$ cat src/rtl/ramdumper.sv
// ramdumper: streams a byte range of the 64-bit data RAM out on a
// valid/ready byte port after the CPU halts.
//
// Ports:
//   clk, rst_n        clock, async active-low reset
//   start, base, len  dump request (sampled in IDLE), first byte, count
//   abort             cancel the current dump, no done pulse
//   addr, addr_en     RAM byte address and bus-ownership request
//   rdata             RAM read data, byte k = mem[addr + k]
//   tx_data/valid/rdy outgoing byte stream
//   busy, done        activity flag, one-cycle completion pulse
module ramdumper #(
    parameter int AW = 16,
    parameter int DW = 64
) (
    input  logic          clk,
    input  logic          rst_n,
    input  logic          start,
    input  logic [AW-1:0] base,
    input  logic [15:0]   len,
    input  logic          abort,
    output logic [AW-1:0] addr,
    output logic          addr_en,
    input  logic [DW-1:0] rdata,
    output logic [7:0]    tx_data,
    output logic          tx_valid,
    input  logic          tx_ready,
    output logic          busy,
    output logic          done
);

    typedef enum logic [2:0] {
        S_IDLE,
        S_FETCH,
        S_LATCH,
        S_SEND,
        S_DONE
    } state_e;

    state_e        state_q, state_d;
    logic [AW-1:0] ptr_q, ptr_d;
    logic [15:0]   rem_q, rem_d;
    logic [2:0]    cnt_q, cnt_d;
    logic [DW-1:0] sreg_q, sreg_d;

    logic xfer;
    logic last_byte;
    logic word_end;

    assign xfer      = (state_q == S_SEND) && tx_ready;
    assign last_byte = (rem_q == 16'd1);
    // A word ends on its 8th byte or on the last byte of the dump.
    assign word_end  = xfer && ((cnt_q == 3'd7) || last_byte);

    // State register
    always_ff @(posedge clk or negedge rst_n) begin
        if (!rst_n) begin
            state_q <= S_IDLE;
        end else begin
            state_q <= state_d;
        end
    end

    // Next-state logic
    always_comb begin
        state_d = state_q;
        unique case (state_q)
            S_IDLE: begin
                if (start) begin
                    state_d = (len == 16'd0) ? S_DONE : S_FETCH;
                end
            end
            S_FETCH: state_d = S_LATCH;
            S_LATCH: state_d = S_SEND;
            S_SEND: begin
                if (word_end) begin
                    state_d = last_byte ? S_DONE : S_FETCH;
                end
            end
            S_DONE:  state_d = S_IDLE;
            default: state_d = S_IDLE;
        endcase
        if (abort && (state_q != S_IDLE)) begin
            state_d = S_IDLE;
        end
    end

    // Output logic
    always_comb begin
        addr     = '0;
        addr_en  = 1'b0;
        tx_data  = 8'h00;
        tx_valid = 1'b0;
        busy     = 1'b0;
        done     = 1'b0;
        unique case (state_q)
            S_FETCH, S_LATCH: begin
                addr    = ptr_q;
                addr_en = 1'b1;
                busy    = 1'b1;
            end
            S_SEND: begin
                tx_data  = sreg_q[7:0];
                tx_valid = 1'b1;
                busy     = 1'b1;
            end
            S_DONE:  done = 1'b1;
            default: ;
        endcase
    end

    // Datapath next-state: pointer, byte counters, shift register
    always_comb begin
        ptr_d  = ptr_q;
        rem_d  = rem_q;
        cnt_d  = cnt_q;
        sreg_d = sreg_q;
        if ((state_q == S_IDLE) && start) begin
            ptr_d = base;
            rem_d = len;
            cnt_d = 3'd0;
        end
        if (state_q == S_LATCH) begin
            sreg_d = rdata;
        end
        if (xfer) begin
            sreg_d = sreg_q >> 8;
            rem_d  = rem_q - 16'd1;
            cnt_d  = cnt_q + 3'd1;
            if (word_end) begin
                // Pointer arithmetic wraps naturally at 2^AW.
                ptr_d = ptr_q + AW'(8);
                cnt_d = 3'd0;
            end
        end
    end

    always_ff @(posedge clk or negedge rst_n) begin
        if (!rst_n) begin
            ptr_q  <= '0;
            rem_q  <= '0;
            cnt_q  <= '0;
            sreg_q <= '0;
        end else begin
            ptr_q  <= ptr_d;
            rem_q  <= rem_d;
            cnt_q  <= cnt_d;
            sreg_q <= sreg_d;
        end
    end

endmodule
$ cat config.mk
export PLATFORM = sky130hd
export DESIGN_NAME = ramdumper
export DESIGN_NICKNAME = d
export VERILOG_FILES = /design/src/rtl/ramdumper.sv
export SDC_FILE = /design/constraint.sdc
export NUM_CORES = 1
export LEC_CHECK = 0
export ABC_AREA = 1
export CELL_PAD_IN_SITES_DETAIL_PLACEMENT = 0
export CELL_PAD_IN_SITES_GLOBAL_PLACEMENT = 1
export CORE_UTILIZATION = 37
export CTS_CLUSTER_DIAMETER = 120
export DETAILED_ROUTE_END_ITERATION = 10
export PLACE_DENSITY = 0.82
export SLEW_MARGIN = 20
export SYNTH_ARGS = -nofsm -noshare
export SYNTH_HDL_FRONTEND = slang
export SYNTH_SLANG_ARGS = --single-unit
$ cat constraint.sdc
create_clock -name clk -period 1.8 [get_ports clk]
set_input_delay 0.36 -clock clk [delete_from_list [all_inputs] [get_ports clk]]
set_output_delay 0.36 -clock clk [all_outputs]
set_load 0.1 [all_outputs]
==> impl_metrics.toml <==
[synthesis]
synth_compound_area_share_pct = 9.22
yosysMostFrequentCell = "nand2_1"
synth_top_family_by_area = "simple AND/OR/NAND/NOR gates"
synth.yosys.seq_area_share_pct = 45.9
synth_top_cell_area_share_pct = 45.9
yosys.area_share.simple_pct = 31.8
synth_top_cell_by_area = "dfrtp_1"
muxShareOfSynthArea_pct = 0
ys_ff_latch = 102
synth_area_leaders = "dfrtp_1, nand2_1, nand3_1, nand4_1, inv_1"
synthArstFlopShare_pct = 100
synth_cell_types = 35
synth_edf_count = 0
synth_flop_cell = "dfrtp_1"
syn_area_um2 = 5570
synth_area_per_cell_um2 = 7.80
synth_nets = 820
synth-xor-area-share_pct = 2.05
synth_fa_ha_area_share_pct = 1.12
yosys_warnings = 0
synthCells = 714
synth_common_cells = "nand2_1, nand3_1, dfrtp_1, inv_1, nor2_1"

[sta]
hold_viol = 0
min_period_ps = 1950
clock.fmax_ghz = 0.512
clock_skew_ps = 8.89
timing.slew.headroom_pct = 67.8
maxSlewViolCount = 0
post-route-period-util_pct = 108
worst_slack_ps = -152
worst_pin_slew_ps = 483
rsz0062_at_grt = "true"
setup_viol = 26
whs_ps = 496

[global_route]
grt_overflow = 0
use_met2_pct = 34.0
antenna_found_initial = 0
grt_usage_pct = 20.6
met3_usage_pct = 2.71
busiest_layer = "met2"
grt_pass1_wl_um = 26100
met1_usage_pct = 27.5
grt_max_degree = 70
grt_pass1_vias = 5313

[power]
ir_drop_uv = 976
p_per_area_nw_per_um2 = 1850
p_leak_uw = 0.00385
finalPower_uw = 16100

[final_layout]
fill_cells = 1231
drive_gt1_share_pct = 22.8
diodes = 0
nets = 971
syn_to_final_growth_pct = 56.8

[drt]
wirelength_um = 16600
post_drt_via_cell_ratio = 5.22
final_antenna_net_count = 0
route.detailed.drc = 0
num_vias = 5504
firstDrtPassIters = 5
wl_per_cell_um = 15.7
drt_iter0_drc = 482

[worst_hold_path]
hold_path.class = "reg2reg"

[clock_tree]
h-tree-depth = 3
cts_buffers = 9
root_buffer = "clkbuf_16"
clkTransAtPathRegs_ps = 70
cts_buffer_depth = 2
cts_tree = "built"
clock_latency_ps = 350
cts_sinks = 102

[run_status]
violations = "setup timing"
outcome = "finished, violations left"

[worst_setup_path]
required_ps = 1440
cp_cell_sequence = "buf_12 > nand2_8 > nor2_4 > buf_6 > clkinv_8 > nor2_4 > buf_12"
worst-path-buf-inv = 4
critPathKind = "reg2out"
startpoint_type = "flip-flop"
cp_slowest_cell = "dfrtp_2"
crit_path_end_kind = "output port"
path_max_fanout = 5
cpPeakStageDelay_ps = 420
critPathArrivalTime_ps = 1590
ff2ff_setup_slack_ps = 10
cp_top_family = "buffers and inverters"

[placement]
gp_congestion = 0.849
portBuffers = 128
dp_hpwl_um = 10900

[floorplanning]
row_count = 44
die_y_um = 125
ios = 129
core_um2 = 14600
die_area_um2 = 15500
die_x_um = 125
initial_core_util_pct = 38.2

[flow_run]
drv_cap = 0
[registers in the layout, indices dropped and copies added (netlist names)]
signal	count
state_q	3
cnt_q	3
ptr_q	16
rem_q	16
sreg_q	64
[final timing paths]
kind / startpoint / end / cells after the start
worst min-delay path: sreg_q[31] / sreg_q[23] / 2
worst max register to register: state_q[1] / rem_q[3] / 10
worst max-delay path: state_q[1] / tx_data[1] / 7
max in group asynchronous: rst_n / state_q[1] / 3
worst min register to register: sreg_q[31] / sreg_q[23] / 2
min in group asynchronous: rst_n / rem_q[4] / 3
[kinds of logic after synthesis]
group	Yosys count
compound gates	80
xor+xnor	13
fa+ha+maj	5
buf+inv	126
flops	102
simple gates	388
[per-layer routing]
metal | vias to the layer above | wire (µm)
met3 | 14 | 671
met1 | 2663 | 7470
li1 | 2692 | -
met5 | - | 0
met4 | 0 | 235
met2 | 135 | 8190
[layout by cell type (no fill, tap or decap), types with 14 or more instances in the layout]
| master | instances |
|---|---|
| nand4_1 | 44 |
| nor2_1 | 36 |
| nor2_4 | 29 |
| buf_12 | 37 |
| nand3_1 | 73 |
| o21ai_0 | 28 |
| o21ai_1 | 15 |
| buf_4 | 27 |
| clkdlybuf4s50_1 | 99 |
| nand2_1 | 154 |
| inv_1 | 72 |
| clkbuf_16 | 14 |
| nand3_2 | 33 |
| dfrtp_1 | 99 |
[final cells by class]
cell class / instances / area, µm² / share of cell area (%)
Multi-Input combinational cell: 486 / 2990 / 34.3
Sequential cell: 102 / 2560 / 29.3
Timing Repair Buffer: 182 / 2270 / 26.0
Inverter: 82 / 355 / 4.07
Clock buffer: 11 / 243 / 2.78
Tap cell: 184 / 230 / 2.64
Clock inverter: 5 / 66.3 / 0.760
Timing Repair inverter: 2 / 17.5 / 0.201
[power breakdown]
group / internal [µW] / switching, µW
logic: 3930 / 6050
clock network: 1140 / 907
registers: 3410 / 716
total: 8470 / 7670
[metrics by stage]
step,setup TNS [ps],setup slack (ps),cell area (µm²),utilization (%),instances
floorplan,-23240,-572,6160,-,714
global placement,0,38.7,7880,54.0,1005
detailed placement,-4.31,-4.31,7880,54.0,1005
CTS,-3500,-152,8350,57.3,1033
global route,-6140,-215,8730,59.8,1054
finish,-3350,-152,8730,59.8,1054
[repair_timing]
action	CTS	global route
hold buffers	1	0
resized for setup	12	27
hold endpoints to repair	33	0
gates cloned	1	8
buffers inserted	10	15
pin swaps	7	14
setup endpoints to repair	27	111
[tightest hold or removal path: cells and delay by family, from the launching register on]
kind | cells | cell delay [ps]
flops | 1 | 350
simple gates | 2 | 110
(Power assumes the default switching activity.)
